==> config.mk <==
export PLATFORM = sky130hd
export DESIGN_NAME = pipe_stage_reg_flat
export DESIGN_NICKNAME = d
export VERILOG_FILES = /design/src/rtl/pipe_pkg.sv /design/src/rtl/pipe_stage_reg_if.sv /design/src/rtl/pipe_sat_cnt.sv /design/src/rtl/pipe_stage_reg.sv /design/src/flat_wrapper.sv
export SDC_FILE = /design/constraint.sdc
export NUM_CORES = 1
export LEC_CHECK = 0
export ABC_AREA = 1
export CORE_ASPECT_RATIO = 0.9
export CORE_MARGIN = 10
export CORE_UTILIZATION = 53
export DETAILED_ROUTE_END_ITERATION = 10
export HOLD_SLACK_MARGIN = 0.06
export PLACE_DENSITY = 0.83
export SLEW_MARGIN = 20
export SYNTH_ARGS = -nofsm -noshare
export SYNTH_HDL_FRONTEND = slang
export SYNTH_SLANG_ARGS = --single-unit
==> constraint.sdc <==
create_clock -name clk -period 11 [get_ports clk]
set_clock_uncertainty 0.15 [all_clocks]
set_input_delay 1.1 -clock clk [delete_from_list [all_inputs] [get_ports clk]]
set_output_delay 1.1 -clock clk [all_outputs]
set_load 0.01 [all_outputs]
==> src/rtl/pipe_pkg.sv <==
// Shared definitions for the pipeline stage register: default widths, MIPS control
// field offsets, the stored entry layout and the occupancy FSM state encoding.
package pipe_pkg;

  localparam int PIPE_DATA_W = 96;
  localparam int PIPE_CTRL_W = 15;

  // Control field offsets within the ctrl vector: {rd[4:0], rt[4:0], regwrite, memtoreg, regdst, spare[1:0]}
  localparam int PIPE_CTRL_REGDST   = 2;
  localparam int PIPE_CTRL_MEMTOREG = 3;
  localparam int PIPE_CTRL_REGWRITE = 4;
  localparam int PIPE_CTRL_RT       = 5;
  localparam int PIPE_CTRL_RD       = 10;

  typedef struct packed {
    logic [PIPE_CTRL_W-1:0] ctrl;
    logic [PIPE_DATA_W-1:0] data;
  } pipe_entry_t;

  typedef enum logic [1:0] {
    OCC_EMPTY = 2'd0,
    OCC_ONE   = 2'd1,
    OCC_TWO   = 2'd2
  } occ_state_e;

endpackage

==> src/rtl/pipe_stage_reg_if.sv <==
// Upstream/downstream handshake bundle of one pipeline stage boundary.
interface pipe_stage_reg_if #(
  parameter int DATA_W = 96,
  parameter int CTRL_W = 15
);
  // Valid/ready: a transfer happens on a clock edge where valid and ready are both 1.
  // While valid=1 and ready=0 the producer holds data/ctrl stable; ready may depend on
  // registered state and hold only, never on the same side's valid.
  logic              in_valid;
  logic              in_ready;
  logic [DATA_W-1:0] in_data;
  logic [CTRL_W-1:0] in_ctrl;
  logic              out_valid;
  logic              out_ready;
  logic [DATA_W-1:0] out_data;
  logic [CTRL_W-1:0] out_ctrl;

  modport master (
    output in_valid, in_data, in_ctrl, out_ready,
    input  in_ready, out_valid, out_data, out_ctrl
  );

  modport slave (
    input  in_valid, in_data, in_ctrl, out_ready,
    output in_ready, out_valid, out_data, out_ctrl
  );
endinterface

==> src/rtl/pipe_sat_cnt.sv <==
// Saturating up-counter with synchronous clear; sticks at all-ones.
module pipe_sat_cnt #(
  parameter int W = 16
) (
  input  logic         clk,
  input  logic         rst,
  input  logic         clear,
  input  logic         inc,
  output logic [W-1:0] cnt
);
  always_ff @(posedge clk or posedge rst) begin
    if (rst) begin
      cnt <= '0;
    end else if (clear) begin
      cnt <= '0;
    end else if (inc && (cnt != {W{1'b1}})) begin
      cnt <= cnt + 1'b1;
    end
  end
endmodule

==> src/rtl/pipe_stage_reg.sv <==
// Inter-stage pipeline register with main+skid buffer, hold and flush.
// Optional stall/bubble counters are built when PIPE_STAGE_PERF_EN is defined.
module pipe_stage_reg
  import pipe_pkg::*;
#(
  parameter int DATA_W = PIPE_DATA_W,
  parameter int CTRL_W = PIPE_CTRL_W,
  parameter int CNT_W  = 16
) (
  input  logic               clk,
  input  logic               rst,
  input  logic               hold,
  input  logic               flush,
  pipe_stage_reg_if.slave    bus,
  output logic [CNT_W-1:0]   stall_cnt,
  output logic [CNT_W-1:0]   bubble_cnt,
  output occ_state_e         occ_state
);

  typedef struct packed {
    logic [CTRL_W-1:0] ctrl;
    logic [DATA_W-1:0] data;
  } entry_t;

  occ_state_e state_q, state_d;
  entry_t     main_q, skid_q, in_entry;
  logic       main_v, skid_v, acc, emit;
  logic       ld_main_in, ld_main_skid, ld_skid;

  assign in_entry = '{ctrl: bus.in_ctrl, data: bus.in_data};

  // State register
  always_ff @(posedge clk or posedge rst) begin
    if (rst) state_q <= OCC_EMPTY;
    else     state_q <= state_d;
  end

  // Next-state: flush beats hold beats normal flow
  always_comb begin
    state_d = state_q;
    if (flush) begin
      state_d = OCC_EMPTY;
    end else if (!hold) begin
      case (state_q)
        OCC_EMPTY: state_d = acc ? OCC_ONE : OCC_EMPTY;
        OCC_ONE: begin
          if (emit) state_d = acc ? OCC_ONE : OCC_EMPTY;
          else      state_d = acc ? OCC_TWO : OCC_ONE;
        end
        OCC_TWO:   state_d = emit ? OCC_ONE : OCC_TWO;
        default:   state_d = OCC_EMPTY;
      endcase
    end
  end

  // Outputs and datapath load enables
  always_comb begin
    main_v       = (state_q != OCC_EMPTY);
    skid_v       = (state_q == OCC_TWO);
    bus.in_ready = ~skid_v & ~hold;
    acc          = bus.in_valid & bus.in_ready;
    emit         = main_v & bus.out_ready & ~hold;
    ld_main_in   = 1'b0;
    ld_main_skid = 1'b0;
    ld_skid      = 1'b0;
    if (!flush && !hold) begin
      ld_main_in   = acc & ((state_q == OCC_EMPTY) | ((state_q == OCC_ONE) & emit));
      ld_main_skid = (state_q == OCC_TWO) & emit;
      ld_skid      = acc & (state_q == OCC_ONE) & ~emit;
    end
  end

  // Payload registers are not cleared by flush; only the valid state is.
  always_ff @(posedge clk or posedge rst) begin
    if (rst) begin
      main_q <= '0;
      skid_q <= '0;
    end else begin
      if (ld_main_in)        main_q <= in_entry;
      else if (ld_main_skid) main_q <= skid_q;
      if (ld_skid)           skid_q <= in_entry;
    end
  end

  assign bus.out_valid = main_v;
  assign bus.out_data  = main_q.data;
  assign bus.out_ctrl  = main_q.ctrl;
  assign occ_state     = state_q;

`ifdef PIPE_STAGE_PERF_EN
  // A held stage with a valid entry is stalled regardless of out_ready.
  pipe_sat_cnt #(.W(CNT_W)) u_stall_cnt (
    .clk   (clk),
    .rst   (rst),
    .clear (1'b0),
    .inc   (main_v & (~bus.out_ready | hold)),
    .cnt   (stall_cnt)
  );

  pipe_sat_cnt #(.W(CNT_W)) u_bubble_cnt (
    .clk   (clk),
    .rst   (rst),
    .clear (1'b0),
    .inc   (~main_v),
    .cnt   (bubble_cnt)
  );
`else
  assign stall_cnt  = '0;
  assign bubble_cnt = '0;
`endif

endmodule

==> src/flat_wrapper.sv <==
// flat-port wrapper written by rule: the top's interface ports become plain ports
module pipe_stage_reg_flat import pipe_pkg::*;
#(
  parameter int DATA_W = PIPE_DATA_W,
  parameter int CTRL_W = PIPE_CTRL_W,
  parameter int CNT_W  = 16
)
  (clk, rst, hold, flush, stall_cnt, bubble_cnt, occ_state, bus_in_valid, bus_in_data, bus_in_ctrl, bus_out_ready, bus_in_ready, bus_out_valid, bus_out_data, bus_out_ctrl);
  pipe_stage_reg_if #(.DATA_W(DATA_W), .CTRL_W(CTRL_W)) bus_i ();
  input  logic clk;
  input  logic rst;
  input  logic hold;
  input  logic flush;
  output logic [CNT_W-1:0] stall_cnt;
  output logic [CNT_W-1:0] bubble_cnt;
  output occ_state_e occ_state;
  input wire logic [$bits(bus_i.in_valid)-1:0] bus_in_valid;
  input wire logic [$bits(bus_i.in_data)-1:0] bus_in_data;
  input wire logic [$bits(bus_i.in_ctrl)-1:0] bus_in_ctrl;
  input wire logic [$bits(bus_i.out_ready)-1:0] bus_out_ready;
  output wire logic [$bits(bus_i.in_ready)-1:0] bus_in_ready;
  output wire logic [$bits(bus_i.out_valid)-1:0] bus_out_valid;
  output wire logic [$bits(bus_i.out_data)-1:0] bus_out_data;
  output wire logic [$bits(bus_i.out_ctrl)-1:0] bus_out_ctrl;
  assign bus_i.in_valid = bus_in_valid;
  assign bus_i.in_data = bus_in_data;
  assign bus_i.in_ctrl = bus_in_ctrl;
  assign bus_i.out_ready = bus_out_ready;
  assign bus_in_ready = bus_i.in_ready;
  assign bus_out_valid = bus_i.out_valid;
  assign bus_out_data = bus_i.out_data;
  assign bus_out_ctrl = bus_i.out_ctrl;
  pipe_stage_reg #(.DATA_W(DATA_W), .CTRL_W(CTRL_W), .CNT_W(CNT_W)) u_core (.clk(clk), .rst(rst), .hold(hold), .flush(flush), .bus(bus_i), .stall_cnt(stall_cnt), .bubble_cnt(bubble_cnt), .occ_state(occ_state));
endmodule
==> results of run 1 <==
==> where the power goes <==
group / total (mW) / internal [mW] / switching, mW
Sequential: 1.07 / 0.974 / 0.0940
Combinational: 0.522 / 0.278 / 0.244
Clock: 0.810 / 0.496 / 0.314
Total: 2.40 / 1.75 / 0.652
==> final timing paths <==
kind                                          start           endpoint  cells after the start
worst max-delay path                          flush   u_core.skid_q[2]                     10
min in group asynchronous                       rst  u_core.skid_q[36]                      2
worst min register to register    u_core.skid_q[12]  u_core.skid_q[12]                      2
worst min-delay path              u_core.skid_q[12]  u_core.skid_q[12]                      2
worst max register to register  u_core.occ_state[0]   u_core.skid_q[2]                      9
max in group asynchronous                       rst  u_core.skid_q[16]                      3
==> layout by cell type (no fill, tap or decap), drive strengths merged <==
cell / n
inv: 118
nand2: 231
dfrtp: 224
buf: 11
bufinv: 4
clkinvlp: 1
o311ai: 1
nor2: 7
conb: 32
o21ai: 112
nand4: 114
nor3: 1
diode: 3
a21oi: 1
clkbuf: 32
clkinv: 3
nand3: 226
clkdlybuf4s50: 231
==> worst max-delay path, delay by kind of cell <==
family,cells,cell delay (ns)
compound gates,2,0.28
buf+inv,5,2.28
simple gates,3,1.01
==> cell families after synthesis <==
logic type | after synthesis
AND/OR/NAND/NOR | 579
buffers and inverters | 248
flip-flops | 224
AO/OA/AOI/OAI | 114
other | 1
==> registers in the layout, summed over array words and instances (netlist names) <==
name / cells
u_core.bus.out_ctrl: 15
u_core.bus.out_data: 96
u_core.occ_state: 2
u_core.skid_q: 111
==> stage by stage <==
step | hold slack (ns) | utilization [%]
floorplan | 0.303 | -
global placement | 0.320 | 66.2
detailed placement | 0.328 | 66.2
CTS | 0.341 | 70.4
global route | 0.359 | 70.4
finish | 0.338 | 70.4
==> area by class of cell <==
cell class	instances	share of cell area (%)
Antenna cell	3	0.0575
Multi-Input combinational cell	725	26.8
Clock buffer	32	4.90
Sequential cell	224	43.0
Timing Repair Buffer	242	18.4
Clock inverter	6	1.02
Tap cell	245	2.35
Inverter	120	3.58
==> metal layers <==
layer | up-vias | track usage (%) | share of wire, %
li1 | 4185 | - | -
met2 | 434 | 35.5 | 47
met4 | 0 | 5.48 | 1.8
met5 | - | 0 | 0
met3 | 35 | 6.30 | 10
met1 | 4339 | 30.9 | 41
==> results by group, run 1 <==
Power
  • Cell Pwr Density: 184 mW/mm^2
  • PnR Total Power: roughly 2.4 mW
  • Max VDD drop: between 0.1 and 0.15 mV
  • LEAKAGE: between 6 and 7 nW

Worst hold path
  • HP Class: flip-flop to flip-flop

Timing
  • Setup TNS: 0 ns
  • Pins Over Slew Limit: 0
  • Worst slew pin tran: 0.939 ns
  • RSZ-0062 raised after global routing: false
  • Min cycle time layout: approximately 4.6 ns
  • Relative slew slack: 37.4%
  • Final setup viols: 0
  • Ratio of final minimum period to clock period: 41.7%
  • Final WS setup: 6.42 ns
  • Final Hold Viols: 0
  • Fmax: between 200 and 250 MHz

Clocking
  • CTS tree: built
  • CTS H-tree depth: 1
  • Num CTS Buffers: 23
  • # hold bufs at CTS: 0
  • Clock buffer depth: 3
  • Post-CTS Setup Inserts: 0
  • Root buf cell: clkbuf_16
  • Clk Latency, worst-skew pair: ~0.50 ns
  • Clock Pin Slew Worst Setup and Hold Paths: 0.06 ns
  • Clock sinks: between 200 and 250
  • CTS resizes: 0

Place
  • Area after DPL: about 0.012 sq mm
  • Dpl cells: 1,556
  • Gpl congestion: 0.864
  • Number of I/O port buffers: 231
  • HPWL after detailed placement: 18,400 microns
  • DP Worst Slack: 5.97 ns

Logic synthesis
  • Synthesized area: slightly above 0.01 sq mm
  • Top cell type's share of synthesized area: between 50% and 60%
  • Post-Syn Area per Cell: 8.65 sq um
  • Compound-Gate Fraction of Synth Area: 5.73%
  • Sequential area share after synthesis: 55.6%
  • Top post-synthesis cells by count: nand2_1 (230), dfrtp_1 (224), nand3_1 (224)
  • Synth top area cells: dfrtp_1 (56%), nand3_1 (11%), nand2_1 (8.6%)
  • Post-synth ARST share: 100%
  • Most frequent cell after synthesis: nand2_1
  • Cell taking the most area after synthesis: dfrtp_1
  • Cells after Synth: 1,166
  • Yosys warning count: 0
  • Number of synthesized flops with an enable pin: 0
  • Largest family of logic cells by synthesized area: simple AND/OR/NAND/NOR gates
  • Post-synthesis mux area share: 0%
  • XOR/XNOR Fraction of Synth Area: 0%
  • Post-Synth Simple-Gate Area: 27.3%
  • Main flop type after synthesis: dfrtp_1
  • Adder-Cell Fraction of Synth Area: 0%
  • Seq cells post-synth: 224
  • Distinct cells, synth: 20

Critical path
  • WP data required: 11.19 ns
  • Type of element capturing the critical path: flip-flop
  • CP Max Fanout: 100
  • Crit path kind: primary input to flip-flop
  • Critical path cell sequence: clkdlybuf4s50_1 -> nor2_4 -> buf_4 -> buf_4 -> inv_2 -> a21oi_2 -> nand3_4 -> buf_4 -> nand2_1 -> o21ai_1
  • Slowest-stage cell, CP: buf_4
  • Crit start category: primary input
  • Cell mode on critical path: buf_4
  • Flop2flop setup slack: approximately 7.3 ns
  • CP arrival: 4.77 ns
  • CP max stage delay: 0.65 ns

Layout
  • Share of cells above drive strength 1: roughly 4.2%
  • Multi-input logic area: 0.00349 sq mm
  • Nets: 1,453
  • Post-Layout Cell Count: 1,597
  • Area delta synth->final: 29.3%
  • Fillcell total: 1,446
  • Final Cell Area: 0.0130 sq mm
  • Storage element area: 0.00561 sq mm

Detailed routing
  • Wirelength per Cell: 18.3 microns
  • DR vias/cell: 5.63
  • Detail Route Antenna Nets: 0
  • Router iterations before antenna repair: 5
  • Post-route DRC: 0
  • Total Routed Length: 29,200 microns
  • DRT iter0 DRCs: roughly 850
  • Routed vias: 8,993

Floorplanning
  • # rows: 47
  • Starting density of the core: 54.5%
  • Die Wd: 165 microns
  • IO Count: 264
  • Die area: 0.0250 sq mm
  • Die height: 151 microns
  • Core Footprint: 0.0185 sq mm

GRT
  • GRT Total Usage: 22.7%
  • First-pass GRT wire length: approximately 47,000 microns
  • Vias in the first global route: 8,731
  • GRT overflow: 0
  • Antenna violations before repair: 4
  • Largest net degree at the start of global routing: 152

Status
  • Outcome: finished, final reports clean

Flow run
  • Max-cap check violation count: 0
(Power assumes the default switching activity.)
==> run 2, diff against run 1 <==
CORE_UTILIZATION = 49   (was 53)
PLACE_DENSITY = 0.77   (was 0.83)
clock period = 4.3 ns   (was 11 ns; I/O delays follow)
==> run 2 against run 1 <==
  * Global-route usage shrank 1.0 points
  * Flip-flop and latch count is the same
  * Critical path type is now flip-flop to flip-flop
  * Worst hold slack lost 0.13 ns
  * Register-to-register slack lost 5.6 ns
  * Power grew to 2.5 times the previous value
  * Highest routed layer unchanged
  * Non-clock buffer count grew 5
  * Wire length grew 1.1%
  * Via count shrank 1.1%
  * Die area grew 7.1%
  * Design area grew 0.56%
==> results by group, run 2 (synthesis gave the netlist of run 1 again) <==
Status
  • Outcome: finished, final reports clean

Detailed routing
  • DRT iter0 DRCs: 894
  • Post-route DRC: 0
  • Router iterations before antenna repair: 5
  • Wirelength per Cell: 18.3 microns
  • Total Routed Length: just under 30,000 microns
  • Detail Route Antenna Nets: 0
  • DR vias/cell: 5.51
  • Routed vias: 8,893

Timing
  • Fmax: 374 MHz
  • Final Hold Viols: 0
  • Pins Over Slew Limit: 0
  • Min cycle time layout: ~2.7 ns
  • Hold WS: approximately 0.21 ns
  • Final setup viols: 0
  • Relative slew slack: around 34%
  • Setup TNS: 0 ns
  • Worst slew pin tran: 0.989 ns
  • Final WS setup: about 1.6 ns
  • Ratio of final minimum period to clock period: 62.1%
  • RSZ-0062 raised after global routing: false

GRT
  • First-pass GRT wire length: approximately 47,000 microns
  • Antenna violations before repair: 1
  • Met2 Usage GRT: 33.4%
  • Met1 global-route usage: 30.0%
  • GRT Total Usage: 21.7%
  • Largest net degree at the start of global routing: 105
  • Global-route layer with the greatest usage: met2
  • GRT overflow: 0
  • M3 GR Usage: 5.67%
  • Vias in the first global route: a little under 9,000

Clocking
  • Root buf cell: clkbuf_16
  • Post-CTS Setup Inserts: 0
  • Clk Latency, worst-skew pair: 0.51 ns
  • Clock Pin Slew Worst Setup and Hold Paths: about 0.060 ns
  • CTS tree: built
  • CTS resizes: 0
  • Clock sinks: 224
  • Clock buffer depth: 3
  • CTS H-tree depth: 1
  • Num CTS Buffers: 24
  • # hold bufs at CTS: 0

Worst hold path
  • HP Class: primary input to async pin

Layout
  • Most common cell after layout, fill and taps aside: clkdlybuf4s50_1
  • Max reg flops: between 100 and 150
  • Area delta synth->final: 30.0%
  • Final Cell Area: 0.0131 sq mm
  • Nets: ~1,500
  • Most frequent cells in the layout: clkdlybuf4s50_1 (231), nand2_1 (230), dfrtp_1 (224)
  • Share of cells above drive strength 1: 4.94%
  • Register bank with the most flops: u_core.skid_q
  • Post-Layout Cell Count: between 1,500 and 2,000

Flow run
  • Max-cap check violation count: 0

Place
  • Number of I/O port buffers: 231
  • DP Worst Slack: ~1.2 ns
  • Area after DPL: 0.0123 sq mm
  • HPWL after detailed placement: 18,800 microns
  • Gpl congestion: ~0.84
  • Dpl cells: around 1,600

Floorplanning
  • Die area: 0.0267 sq mm
  • Core Footprint: 0.0201 sq mm
  • # rows: 49
  • Starting density of the core: 50.2%
  • Die height: between 150 and 200 microns
  • Die Wd: 171 microns
  • IO Count: 264

Critical path
  • CP max stage delay: 0.71 ns
  • Cell mode on critical path: buf_4
  • Cell family with most CP delay: buffers and inverters
  • Slowest-stage cell, CP: buf_4
  • CP Max Fanout: 70
  • Crit path kind: flip-flop to flip-flop
  • WP buf/inv: 4
  • CP arrival: 2.96 ns
  • Critical path cell sequence: inv_2 -> nand2_1 -> nand3_2 -> clkinv_2 -> buf_4 -> buf_4 -> nand4_1 -> nand3_1
  • Type of element capturing the critical path: flip-flop
  • Crit start category: flip-flop
  • WP data required: approximately 4.6 ns

Power
  • Cell Pwr Density: 465 mW/mm^2
  • Max VDD drop: 0.313 mV
  • LEAKAGE: about 6.2 nW
-- run 2: cell count changes in the layout (fill, tap and decap cells not counted), moves of 2 or more --
cell,before,now
clkinv_2,2,7
clkbuf_16,23,25
clkbuf_1,6,4
bufinv_16,4,1
buf_12,0,3
buf_4,11,13
diode_2,3,1
clkbuf_8,3,5
-- run 2: worst reg2reg max path, delay by kind of cell, from the launching register on --
family	cells	cell delay [ns]
flops	1	0.46
simple gates	4	0.64
buf+inv	4	1.34
-- run 2: metrics by stage --
step                utilization [%]  power (mW)
floorplan                         -        3.31
global placement               61.4        4.08
detailed placement             61.4        4.12
CTS                            65.2        6.15
global route                   65.2        6.40
finish                         65.2        6.10
-- run 2: path summary, 6_finish.rpt --
| kind | startpoint | endpoint | slack (ns) | cells past startpoint |
|---|---|---|---|---|
| setup / recovery | u_core.occ_state[0] | u_core.bus.out_data[76] | 1.63 | 8 |
| hold / removal | rst | u_core.skid_q[73] | 0.21 | 2 |
| setup reg to reg | u_core.occ_state[0] | u_core.bus.out_data[76] | 1.63 | 8 |
| hold reg to reg | u_core.skid_q[94] | u_core.bus.out_data[94] | 0.34 | 2 |
| max in group asynchronous | rst | u_core.bus.out_data[20] | 2.84 | 3 |
| min in group clk | u_core.skid_q[94] | u_core.bus.out_data[94] | 0.34 | 2 |
-- run 2: area by class of cell --
| cell class | instances | area, sq um |
|---|---|---|
| multi-input combinational | 725 | 3490 |
| sequential | 224 | 5610 |
| antenna | 1 | 2.50 |
| clock inverter | 7 | 62.6 |
| tap | 255 | 319 |
| fill | 1651 | 6990 |
| inverter | 120 | 457 |
| timing repair buffer | 247 | 2470 |
| clock buffer | 34 | 709 |
-- run 2: routing by layer --
layer | up-vias | routed length [microns]
met1 | 4266 | 12500
met3 | 43 | 2880
li1 | 4199 | -
met4 | 0 | 559
met5 | - | 0
met2 | 385 | 13600
-- run 2: power by group --
part | switching [mW] | internal [mW]
Clock | 0.821 | 1.20
Combinational | 0.627 | 0.716
Sequential | 0.239 | 2.49
==> run 3, diff against run 2 <==
CORE_UTILIZATION = 44   (was 49)
PLACE_DENSITY = 0.73   (was 0.77)
clock period = 2.45 ns   (was 4.3 ns; I/O delays follow)
==> run 3 against run 2 <==
  * Global-route usage shrank 1.9 points
  * Clock-buffer cell count is 2 higher
  * Final cell count up 4.2%
  * Critical path depth fell by 5
  * Core utilization down 4.7 points
  * Die area is 9.9% higher
  * Via count is 0.92% higher
  * First-iteration DRC count decreased by 5.4%
  * Clock power increased by 92%
  * Critical path type is now flip-flop to output pin
  * Highest routed layer is now met5
==> results by group, run 3 (synthesis gave the netlist of run 1 again) <==
Power
  • Cell Pwr Density: 811 mW/mm^2
  • Sw power: 3.03 mW
  • Cell-internal power: 8.02 mW
  • Share of power burned in registers: 43.2%
  • Clock power share: between 30% and 40%
  • Max VDD drop: 0.470 mV
  • Combinational Power Share: 21.8%
  • Sw Share: a little over a quarter
  • LEAKAGE: around 6.5 nW

Clocking
  • Num CTS Buffers: 25
  • Root buf cell: clkbuf_16
  • Clock sinks: 224
  • Clock Pin Slew Worst Setup and Hold Paths: 0.06 ns
  • Clk Latency, worst-skew pair: around 0.52 ns
  • CTS H-tree depth: 1
  • CTS resizes: 0
  • Post-CTS Setup Inserts: 0
  • CTS tree: built
  • Clock buffer depth: 3
  • # hold bufs at CTS: 0

Detailed routing
  • DRT iter0 DRCs: approximately 850
  • Post-route DRC: 0
  • Wirelength per Cell: 17.8 microns
  • DR vias/cell: between 5 and 6
  • Routed vias: 8,975
  • Total Routed Length: between 20,000 and 30,000 microns
  • Router iterations before antenna repair: 5
  • Detail Route Antenna Nets: 0

Critical path
  • Flop2flop setup slack: 0.44 ns
  • R2R Path End: u_core.skid_q[6]
  • Crit start category: flip-flop
  • Slowest-stage cell, CP: clkdlybuf4s50_1
  • Crit path kind: flip-flop to output pin
  • WP buf/inv: 2
  • CP arrival: 1.89 ns
  • CP max stage delay: 0.62 ns
  • CP Max Fanout: 6
  • Type of element capturing the critical path: output pin
  • WP data required: 2.06 ns
  • Cell family with most CP delay: buffers and inverters
  • Cell count of the worst reg-to-reg path: 7
  • Reg2reg start: u_core.occ_state[0]
  • Critical path cell sequence: inv_2 -> nand2_1 -> clkdlybuf4s50_1

GRT
  • Largest net degree at the start of global routing: 73
  • Vias in the first global route: 9,042
  • First-pass GRT wire length: 48,800 microns
  • GRT overflow: 0
  • GRT Total Usage: 19.8%
  • Antenna violations before repair: 3

Floorplanning
  • Starting density of the core: 44.8%
  • # rows: 52
  • Core Footprint: 0.0225 sq mm
  • IO Count: 264
  • Die area: between 0.02 and 0.03 sq mm
  • Die height: roughly 160 microns
  • Die Wd: 180 microns

Worst hold path
  • HP Class: primary input to async pin

Timing
  • RSZ-0062 raised after global routing: false
  • Setup TNS: 0 ns
  • Relative slew slack: around 50%
  • Min cycle time layout: approximately 2.3 ns
  • Ratio of final minimum period to clock period: between 90 and 100%
  • Fmax: 437 MHz
  • Final setup viols: 0
  • Worst slew pin tran: 0.752 ns
  • Hold WS: 0.0573 ns
  • Final Hold Viols: 0
  • Pins Over Slew Limit: 0

Layout
  • Max reg flops: approximately 110
  • Most frequent cells in the layout: clkdlybuf4s50_1 (231), nand2_1 (230), dfrtp_1 (224)
  • Nets: 1,481
  • Share of cells above drive strength 1: 6.87%
  • Area delta synth->final: 35.2%
  • Post-Layout Cell Count: 1,681
  • Register bank with the most flops: u_core.skid_q
  • Most common cell after layout, fill and taps aside: clkdlybuf4s50_1

Place
  • Gpl congestion: slightly above 0.8
  • Number of I/O port buffers: roughly 230
  • HPWL after detailed placement: around 20,000 microns
  • Dpl cells: 1,634

Status
  • Outcome: finished, final reports clean

Flow run
  • Max-cap check violation count: 0
==> run 3: cell types whose count changed in the layout (fill, tap and decap cells not counted), sizes merged <==
cell / delta
inv: +3
clkbuf: +2
clkinvlp: -1
buf: +21
bufinv: +1
==> run 3: worst max path at each step <==
| stage | depth (start not counted) | endpoint | start |
|---|---|---|---|
| global placement | 6 | u_core.bus.out_data[45] | flush |
| global route | 3 | bus_out_valid | u_core.occ_state[0] |
| floorplan | 1 | u_core.bus.out_ctrl[0] | rst |
| detailed placement | 6 | u_core.bus.out_data[47] | hold |
| finish | 3 | bus_out_valid | u_core.occ_state[0] |
| CTS | 3 | bus_out_valid | u_core.occ_state[0] |
==> run 3: per-stage QoR <==
step	instance area [sq um]	power (mW)	utilization (%)	setup WS, ns
global route	13600	11.6	60.6	0.0600
finish	13600	11.1	60.6	0.163
CTS	13600	11.2	60.6	0.153
detailed placement	12800	7.27	56.7	0.202
floorplan	10200	5.81	-	-0.869
global placement	12800	7.21	56.7	0.237
==> run 3: layer usage <==
| layer | vias to the layer above | track usage, % | share of wire [%] |
|---|---|---|---|
| met5 | - | 0 | 0.043 |
| met4 | 2 | 4.62 | 1.9 |
| li1 | 4252 | - | - |
| met3 | 37 | 6.24 | 8.6 |
| met1 | 4338 | 26.1 | 43 |
| met2 | 346 | 31.2 | 47 |
==> run 3: cell type report <==
cell class                 instances  area [sq um]
antenna                            1          2.50
clock buffer                      36           757
clock inverter                    10           108
fill                            1946          8870
inverter                         120           459
multi-input combinational        725          3490
sequential                       224          5610
tap                              297           372
timing repair buffer             268          2840
==> run 3: power groups by stage <==
stage | combinational, mW | sequential [mW] | clock (mW)
2_1_floorplan | 0.848 | 4.96 | 0
3_3_place_gp | 2.39 | 4.82 | 0
3_5_place_dp | 2.44 | 4.83 | 0
4_1_cts | 2.45 | 4.78 | 3.96
5_1_grt | 2.65 | 4.86 | 4.11
6_report | 2.41 | 4.78 | 3.87
